`src/rtl/deser_pkg.sv`:
```
// Shared constants for the two-lane bit deserializer.
package deser_pkg;

   localparam logic LANE0 = 1'b0;
   localparam logic LANE1 = 1'b1;

   localparam int OVR_LANE0 = 0;
   localparam int OVR_LANE1 = 1;

   typedef enum logic {
      ST_IDLE  = 1'b0,
      ST_ACCUM = 1'b1
   } lane_state_e;

   function automatic int cnt_width(input int word_w);
      return (word_w > 1) ? $clog2(word_w) : 1;
   endfunction

endpackage

```
`src/rtl/lane_deserializer_lane.sv`:
```
// One deserializer lane: shifter, bit counter, held output word and overrun flag.
//
//  state    | meaning
//  ST_IDLE  | cnt_q == 0, no partial bits held
//  ST_ACCUM | 0 < cnt_q < WORD_W, partial word in shift_q
module lane_deser
   import deser_pkg::*;
#(
   parameter int WORD_W    = 8,
   parameter bit MSB_FIRST = 1'b1
) (
   input  logic              clk,
   input  logic              reset,
   input  logic              bit_valid_i,
   input  logic              bit_i,
   input  logic              flush_i,
   input  logic              ready_i,
   output logic [WORD_W-1:0] data_o,
   output logic              valid_o,
   output logic              overrun_o
);

   localparam int               CNT_W = cnt_width(WORD_W);
   localparam logic [CNT_W-1:0] LAST  = CNT_W'(WORD_W - 1);

   logic [CNT_W-1:0]  cnt_q, cnt_d;
   logic [WORD_W-1:0] shift_q, shift_d;
   logic [WORD_W-1:0] data_q, data_d;
   logic              valid_q, valid_d;
   logic              ovr_q, ovr_d;
   logic [WORD_W-1:0] word_new;
   logic              complete;
   lane_state_e       state;

   assign state = (cnt_q == '0) ? ST_IDLE : ST_ACCUM;

   always_comb begin
      cnt_d    = cnt_q;
      shift_d  = shift_q;
      data_d   = data_q;
      valid_d  = valid_q;
      ovr_d    = ovr_q;
      complete = 1'b0;

      if (MSB_FIRST) word_new = {shift_q[WORD_W-2:0], bit_i};
      else           word_new = {bit_i, shift_q[WORD_W-1:1]};

      if (valid_q && ready_i) valid_d = 1'b0;

      // flush beats a same-cycle bit so nothing from before it survives
      if (flush_i) begin
         cnt_d   = '0;
         shift_d = '0;
      end else if (bit_valid_i) begin
         if (state == ST_ACCUM && cnt_q == LAST) begin
            cnt_d    = '0;
            shift_d  = '0;
            complete = 1'b1;
         end else begin
            cnt_d   = cnt_q + CNT_W'(1);
            shift_d = word_new;
         end
      end

      if (complete) begin
         if (valid_q && !ready_i) begin
            ovr_d = 1'b1;
         end else begin
            data_d  = word_new;
            valid_d = 1'b1;
         end
      end
   end

   always_ff @(posedge clk) begin
      if (reset) begin
         cnt_q   <= '0;
         shift_q <= '0;
         data_q  <= '0;
         valid_q <= 1'b0;
         ovr_q   <= 1'b0;
      end else begin
         cnt_q   <= cnt_d;
         shift_q <= shift_d;
         data_q  <= data_d;
         valid_q <= valid_d;
         ovr_q   <= ovr_d;
      end
   end

   assign data_o    = data_q;
   assign valid_o   = valid_q;
   assign overrun_o = ovr_q;

endmodule

```
`src/rtl/lane_deserializer.sv`:
```
// Two-lane deserializer behind a 1:2 bit demux; steers each bit to its lane by sel.
module lane_deserializer
   import deser_pkg::*;
#(
   parameter int WORD_W    = 8,
   parameter bit MSB_FIRST = 1'b1
) (
   input  logic              clk,
   input  logic              reset,
   input  logic              bit_valid,
   input  logic              sel,
   input  logic              lane0_bit,
   input  logic              lane1_bit,
   input  logic              flush,
   output logic [WORD_W-1:0] word0_data,
   output logic              word0_valid,
   input  logic              word0_ready,
   output logic [WORD_W-1:0] word1_data,
   output logic              word1_valid,
   input  logic              word1_ready,
   output logic              overrun0,
   output logic              overrun1
);

   logic [1:0] ovr;

   lane_deser #(.WORD_W(WORD_W), .MSB_FIRST(MSB_FIRST)) u_lane0 (
      .clk         (clk),
      .reset       (reset),
      .bit_valid_i (bit_valid && (sel == LANE0)),
      .bit_i       (lane0_bit),
      .flush_i     (flush),
      .ready_i     (word0_ready),
      .data_o      (word0_data),
      .valid_o     (word0_valid),
      .overrun_o   (ovr[OVR_LANE0])
   );

   lane_deser #(.WORD_W(WORD_W), .MSB_FIRST(MSB_FIRST)) u_lane1 (
      .clk         (clk),
      .reset       (reset),
      .bit_valid_i (bit_valid && (sel == LANE1)),
      .bit_i       (lane1_bit),
      .flush_i     (flush),
      .ready_i     (word1_ready),
      .data_o      (word1_data),
      .valid_o     (word1_valid),
      .overrun_o   (ovr[OVR_LANE1])
   );

   assign overrun0 = ovr[OVR_LANE0];
   assign overrun1 = ovr[OVR_LANE1];

endmodule

```
`config.mk`:
```
export PLATFORM = sky130hd
export DESIGN_NAME = lane_deserializer
export DESIGN_NICKNAME = d
export VERILOG_FILES = /design/src/rtl/deser_pkg.sv /design/src/rtl/lane_deserializer_lane.sv /design/src/rtl/lane_deserializer.sv
export SDC_FILE = /design/constraint.sdc
export NUM_CORES = 1
export LEC_CHECK = 0
export BUFFER_PORTS_ARGS = -buffer_cell sky130_fd_sc_hd__buf_2
export CORE_MARGIN = 2
export CORE_UTILIZATION = 35
export DETAILED_ROUTE_END_ITERATION = 6
export PLACE_DENSITY = 0.51
export SLEW_MARGIN = 40
export SYNTH_ARGS = -nofsm -noshare
export SYNTH_HDL_FRONTEND = slang
export SYNTH_SLANG_ARGS = --single-unit
```
`constraint.sdc`:
```
create_clock -name clk -period 1.9 [get_ports clk]
set_clock_uncertainty 0.1 [all_clocks]
set_input_delay 0.285 -clock clk [delete_from_list [all_inputs] [get_ports clk]]
set_output_delay 0.285 -clock clk [all_outputs]
set_load 0.01 [all_outputs]
```
Word-level counts from Yosys, hierarchy flattened
Cells that the tools add are included.

Reductions and logical operators: 17. Bitwise gates (word level): 3. Muxes and demuxes: 18. Add/sub/neg operators: 2. Equality and inequality tests: 2.

Operators by type and width (count): 2-to-1 mux 1 bit (14); 2-to-1 mux 7 bit (2); logical AND 1 bit (8); AND reduction 2 bit (4); adder 3 x 1 -> 3 bit (second input constant) (2); == test 3 bit (second input constant) (2); zero test 3 bit (2); 2-to-1 mux 3 bit (2); NOT 1 bit (3); zero test 1 bit (2); OR reduction 2 bit (1).

Register bits: 40. Bits of input ports: 9. Output and inout bits: 20. Word-level logic and storage cells: 52.

Depth between registers and ports, before layout
Word-level depth: 7. Mapped depth: 7. Depth with buffers taken out: 5.

Modules after synthesis
A second synthesis with hierarchy kept.

Cells, all modules: 208. Area, all modules: 1920.6 µm².

By module, submodules not included: lane_deser (area an instance 952.2 µm², times used 2, seq. area each 400.4 µm², cells each 103); lane_deserializer (area an instance 16.3 µm², times used 1, seq. area each 0.0 µm², cells each 2).

Worst setup path after synthesis
Ideal clock, no wire load.

Path type: register to register. Start point: reg u_lane1.cnt_q[0]. End point: reg u_lane1.data_q[0] (netlist: u_lane1.data_o[0]). Slack: 0.280 ns. Data required time: 1.728 ns. Library setup time: 0.072 ns. Period minus slack after synthesis: 1.620 ns. Arrival time: 1.449 ns. Stages on the path, launching flop included: 8. Buffers on the path: 2. Cell sequence: dfxtp_1 -> inv_1 -> ha_1 -> nor2b_1 -> buf_2 -> nor4b_1 -> buf_4 -> mux2i_1.

Cells in the longest elaborated chain, start to end: 7. Elaborated cells between the ends (all ways): 8. Those cells by class: eq/ne (1); mux (4); reduce/logical (3).

RTL lines: start, declared (RTL line lane_deserializer_lane.sv:26) `logic [CNT_W-1:0] cnt_q, cnt_d;`; start signal, assigned (RTL line lane_deserializer_lane.sv:83) `cnt_q <= cnt_d;`; zero test 3 bit (RTL line lane_deserializer_lane.sv:35) `assign state = (cnt_q == '0) ? ST_IDLE : ST_ACCUM;`; 2-to-1 mux 1 bit (RTL line lane_deserializer_lane.sv:35); logical AND 1 bit (*) (RTL line lane_deserializer_lane.sv:55) `if (state == ST_ACCUM && cnt_q == LAST) begin`; 2-to-1 mux 1 bit (*) (RTL line lane_deserializer_lane.sv:55); 2-to-1 mux 1 bit (*) (RTL line lane_deserializer_lane.sv:54) `end else if (bit_valid_i) begin`; 2-to-1 mux 1 bit (*) (RTL line lane_deserializer_lane.sv:51) `if (flush_i) begin`; AND reduction 2 bit (no line) (*); end signal, assigned (RTL line lane_deserializer_lane.sv:85) `data_q <= data_d;`; end, declared (RTL line lane_deserializer_lane.sv:28) `logic [WORD_W-1:0] data_q, data_d;`.

Every way passes the cells marked *; elsewhere a longest branch is shown, timed or not. A chain may end at the register's enable or synchronous reset.

Worst setup path in the final report
Start point: reg u_lane1.cnt_q[0]. End point: reg u_lane1.ovr_q (netlist: u_lane1.overrun_o).

Cells in the longest elaborated chain, start to end: 7. Elaborated cells between the ends (all ways): 8. Those cells by class: eq/ne (1); mux (4); reduce/logical (3).

RTL lines: zero test 3 bit (RTL line lane_deserializer_lane.sv:35); 2-to-1 mux 1 bit (RTL line lane_deserializer_lane.sv:35); logical AND 1 bit (*) (RTL line lane_deserializer_lane.sv:55); 2-to-1 mux 1 bit (*) (RTL line lane_deserializer_lane.sv:55); 2-to-1 mux 1 bit (*) (RTL line lane_deserializer_lane.sv:54); 2-to-1 mux 1 bit (*) (RTL line lane_deserializer_lane.sv:51); AND reduction 2 bit (no line) (*); end signal, assigned (RTL line lane_deserializer_lane.sv:87) `ovr_q <= ovr_d;`; end, declared (RTL line lane_deserializer_lane.sv:30) `logic ovr_q, ovr_d;`.

Marked as above.

==> impl_results.md <==
- DIE WIDTH: 76.7 µm
- Core box area: 5110 µm²
- Placed Instances: 297
- DRT Wirelength: 3640 µm
- H-tree depth: 2
- Clock transition at path regs: 0.08 ns
- Dpl ws: 0.237 ns
- CP startpoint kind: register
- Clk buf depth: 2
- Boundary Pins: 29
- Hold buffers post-CTS: 0
- Worst Max-Slew Pin Slew: 0.487 ns
- Die area: 5880 µm²
- Syn Inst Count: 204
- GPL Wtd Cong: 0.706
- Vias in the first global route: 1333
- Row Count: 26
- Final HPWL DP: 2450 µm
- Initial antenna violation count: 0
- Post-route antenna net violation count: 0
- Detailed-route via count: 1381
- Worst Path Class, Setup: reg2reg
- Pleak: 0.788 nW
- Fin. max-slew vios: 0
- PnR Total Power: 1.61 mW
- Final nets: 249
- CTS tree: done
- Worst EP required: 2.01 ns
- DRC Markers: 0
- Peak Freq: 592 MHz
- Setup ws final: 0.212 ns
- Seq/Total Area, Yosys: 0.433
- Top cell type by total area after synthesis: dfxtp_1
- CTS sink cnt: 40
- CP max FO: 3
- Worst hold path class: in2reg
- Pwr dens: 730 nW/µm²
- GRT overflow: 0
- Final hold vios: 0
- Yosys top cell area share: 0.433
- Maximum vdd ir drop: 0.263 mV
- Yosys cell types: 22
- Global-route wire length before repair: 6380 µm
- Post-layout minimum cycle time: 1.69 ns
- Vias per inst: 4.53
- Setup total negative slack: 0 ns
- Highest-count cells in the layout ignoring fill and taps: nand2b_1 (40), dfxtp_1 (40), buf_2 (28)
- Root Buffer Master: clkbuf_8
- GRT Util Overall: 0.135
- Port bufs: 28
- # resized after CTS: 0
- Tcrit/Tclk final: 0.889
- Pre-antenna DRT Iters: 4
- Ranking of synthesized cells by area: dfxtp_1 (43%), nand2b_1 (14%), mux2i_1 (8.7%)
- Initial core utilization: 0.362
- Post-CTS Setup Inserts: 0
- Clk Latency, worst-skew pair: 0.29 ns
- Diode count: 0
- Largest net degree at the start of global routing: 22
- RSZ-0062 raised after global routing: false
- DRT iter0 DRCs: 72
- Routed len/inst: 11.9 µm
- Height of the chip: 76.7 µm
- Status: completed
- Rel. slew slack: 0.675
- Syn avg cell area: 9.06 µm²
- Area grow syn2layout: 19.6%
- Final setup violating endpoints: 0
- Arr. time, crit path: 1.79 ns
- Type of element capturing the critical path: register
- Worst hold slack: 0.162 ns
- Synth warn: 0
- Mapped cell area: 1850 µm²
- Non-Filler Instances: 305
- Post-Syn Nets: 219
- Max-cap violations: 0
- Inserted Clock Buffers: 5
- Synthesized flop and latch total: 40
- Share of layout cells above drive strength 1: 0.226
[flip-flops by register name, indices dropped and copies added, names as in the netlist, 3 cells and up]
register and count:
u_lane1.shift_q 7, u_lane0.shift_q 7, u_lane1.data_o 8, u_lane0.cnt_q 3
u_lane0.data_o 8, u_lane1.cnt_q 3
[power breakdown]
| group | internal, mW | switching, mW | total (mW) |
|---|---|---|---|
| Combinational | 0.0346 | 0.0495 | 0.0842 |
| Sequential | 0.840 | 0.00228 | 0.842 |
| Clock | 0.389 | 0.299 | 0.687 |
[cells in the mapped netlist]
library cell and number:
dfxtp_1 40, nand2b_1 40, a21oi_1 22, nand2_1 21, mux2i_1 16, inv_1 13
a211o_1 10, clkbuf_1 10, o2111ai_1 9, ha_1 6, buf_2 3, buf_4 2
nor2b_1 2, nor4b_1 2, buf_1 1, inv_2 1, nand3_1 1, o31ai_1 1
o31ai_2 1, or2_2 1, or4_1 1, or4b_4 1
[metrics by stage]
stage / area (µm²) / utilization
3_5_place_dp: 2100 / 0.411
4_1_cts: 2210 / 0.433
5_1_grt: 2210 / 0.433
2_1_floorplan: 1850 / -
6_report: 2210 / 0.433
3_3_place_gp: 2100 / 0.411
[per-layer routing]
metal,vias to the layer above,GRT usage,part of all wire
met4,0,0.0600,0.018
li1,745,-,-
met1,601,0.193,0.56
met5,-,0,0
met3,7,0.0447,0.047
met2,28,0.182,0.37
[worst max-delay path, stage by stage, from the launching register on]
cell and delay, ns:
dfxtp_1 0.36, ha_1 0.16, ha_1 0.17, inv_2 0.04, or4_1 0.55, o31ai_1 0.23
[path summary, 6_finish.rpt]
kind | to | slack (ns) | cells past startpoint | startpoint
worst max register to register | u_lane1.overrun_o$_SDFFE_PP0P_ | 0.21 | 5 | u_lane1.cnt_q[0]$_SDFFE_PP0P_
worst min register to register | u_lane0.shift_q[6]$_SDFFE_PP0P_ | 0.36 | 2 | u_lane0.shift_q[6]$_SDFFE_PP0P_
worst min-delay path | u_lane0.data_o[0]$_SDFFE_PP0P_ | 0.16 | 3 | lane0_bit
worst max-delay path | u_lane1.overrun_o$_SDFFE_PP0P_ | 0.21 | 5 | u_lane1.cnt_q[0]$_SDFFE_PP0P_
[kinds of logic after synthesis]
group / synth area share
adder cells (fa/ha/maj): 0.0406
multiplexers: 0.0867
AO/OA/AOI/OAI: 0.160
buffers and inverters: 0.0670
flip-flops: 0.433
AND/OR/NAND/NOR: 0.212
[layout make-up]
class	instances	area, µm²
fillers	526	2900
flip-flops and latches	40	801
repair buffers	39	223
well taps	70	87.6
inverters	14	52.6
clock buffers	5	68.8
clock inverters	3	42.5
multi-input cells	134	936
Power figures use the tool's default switching activity.
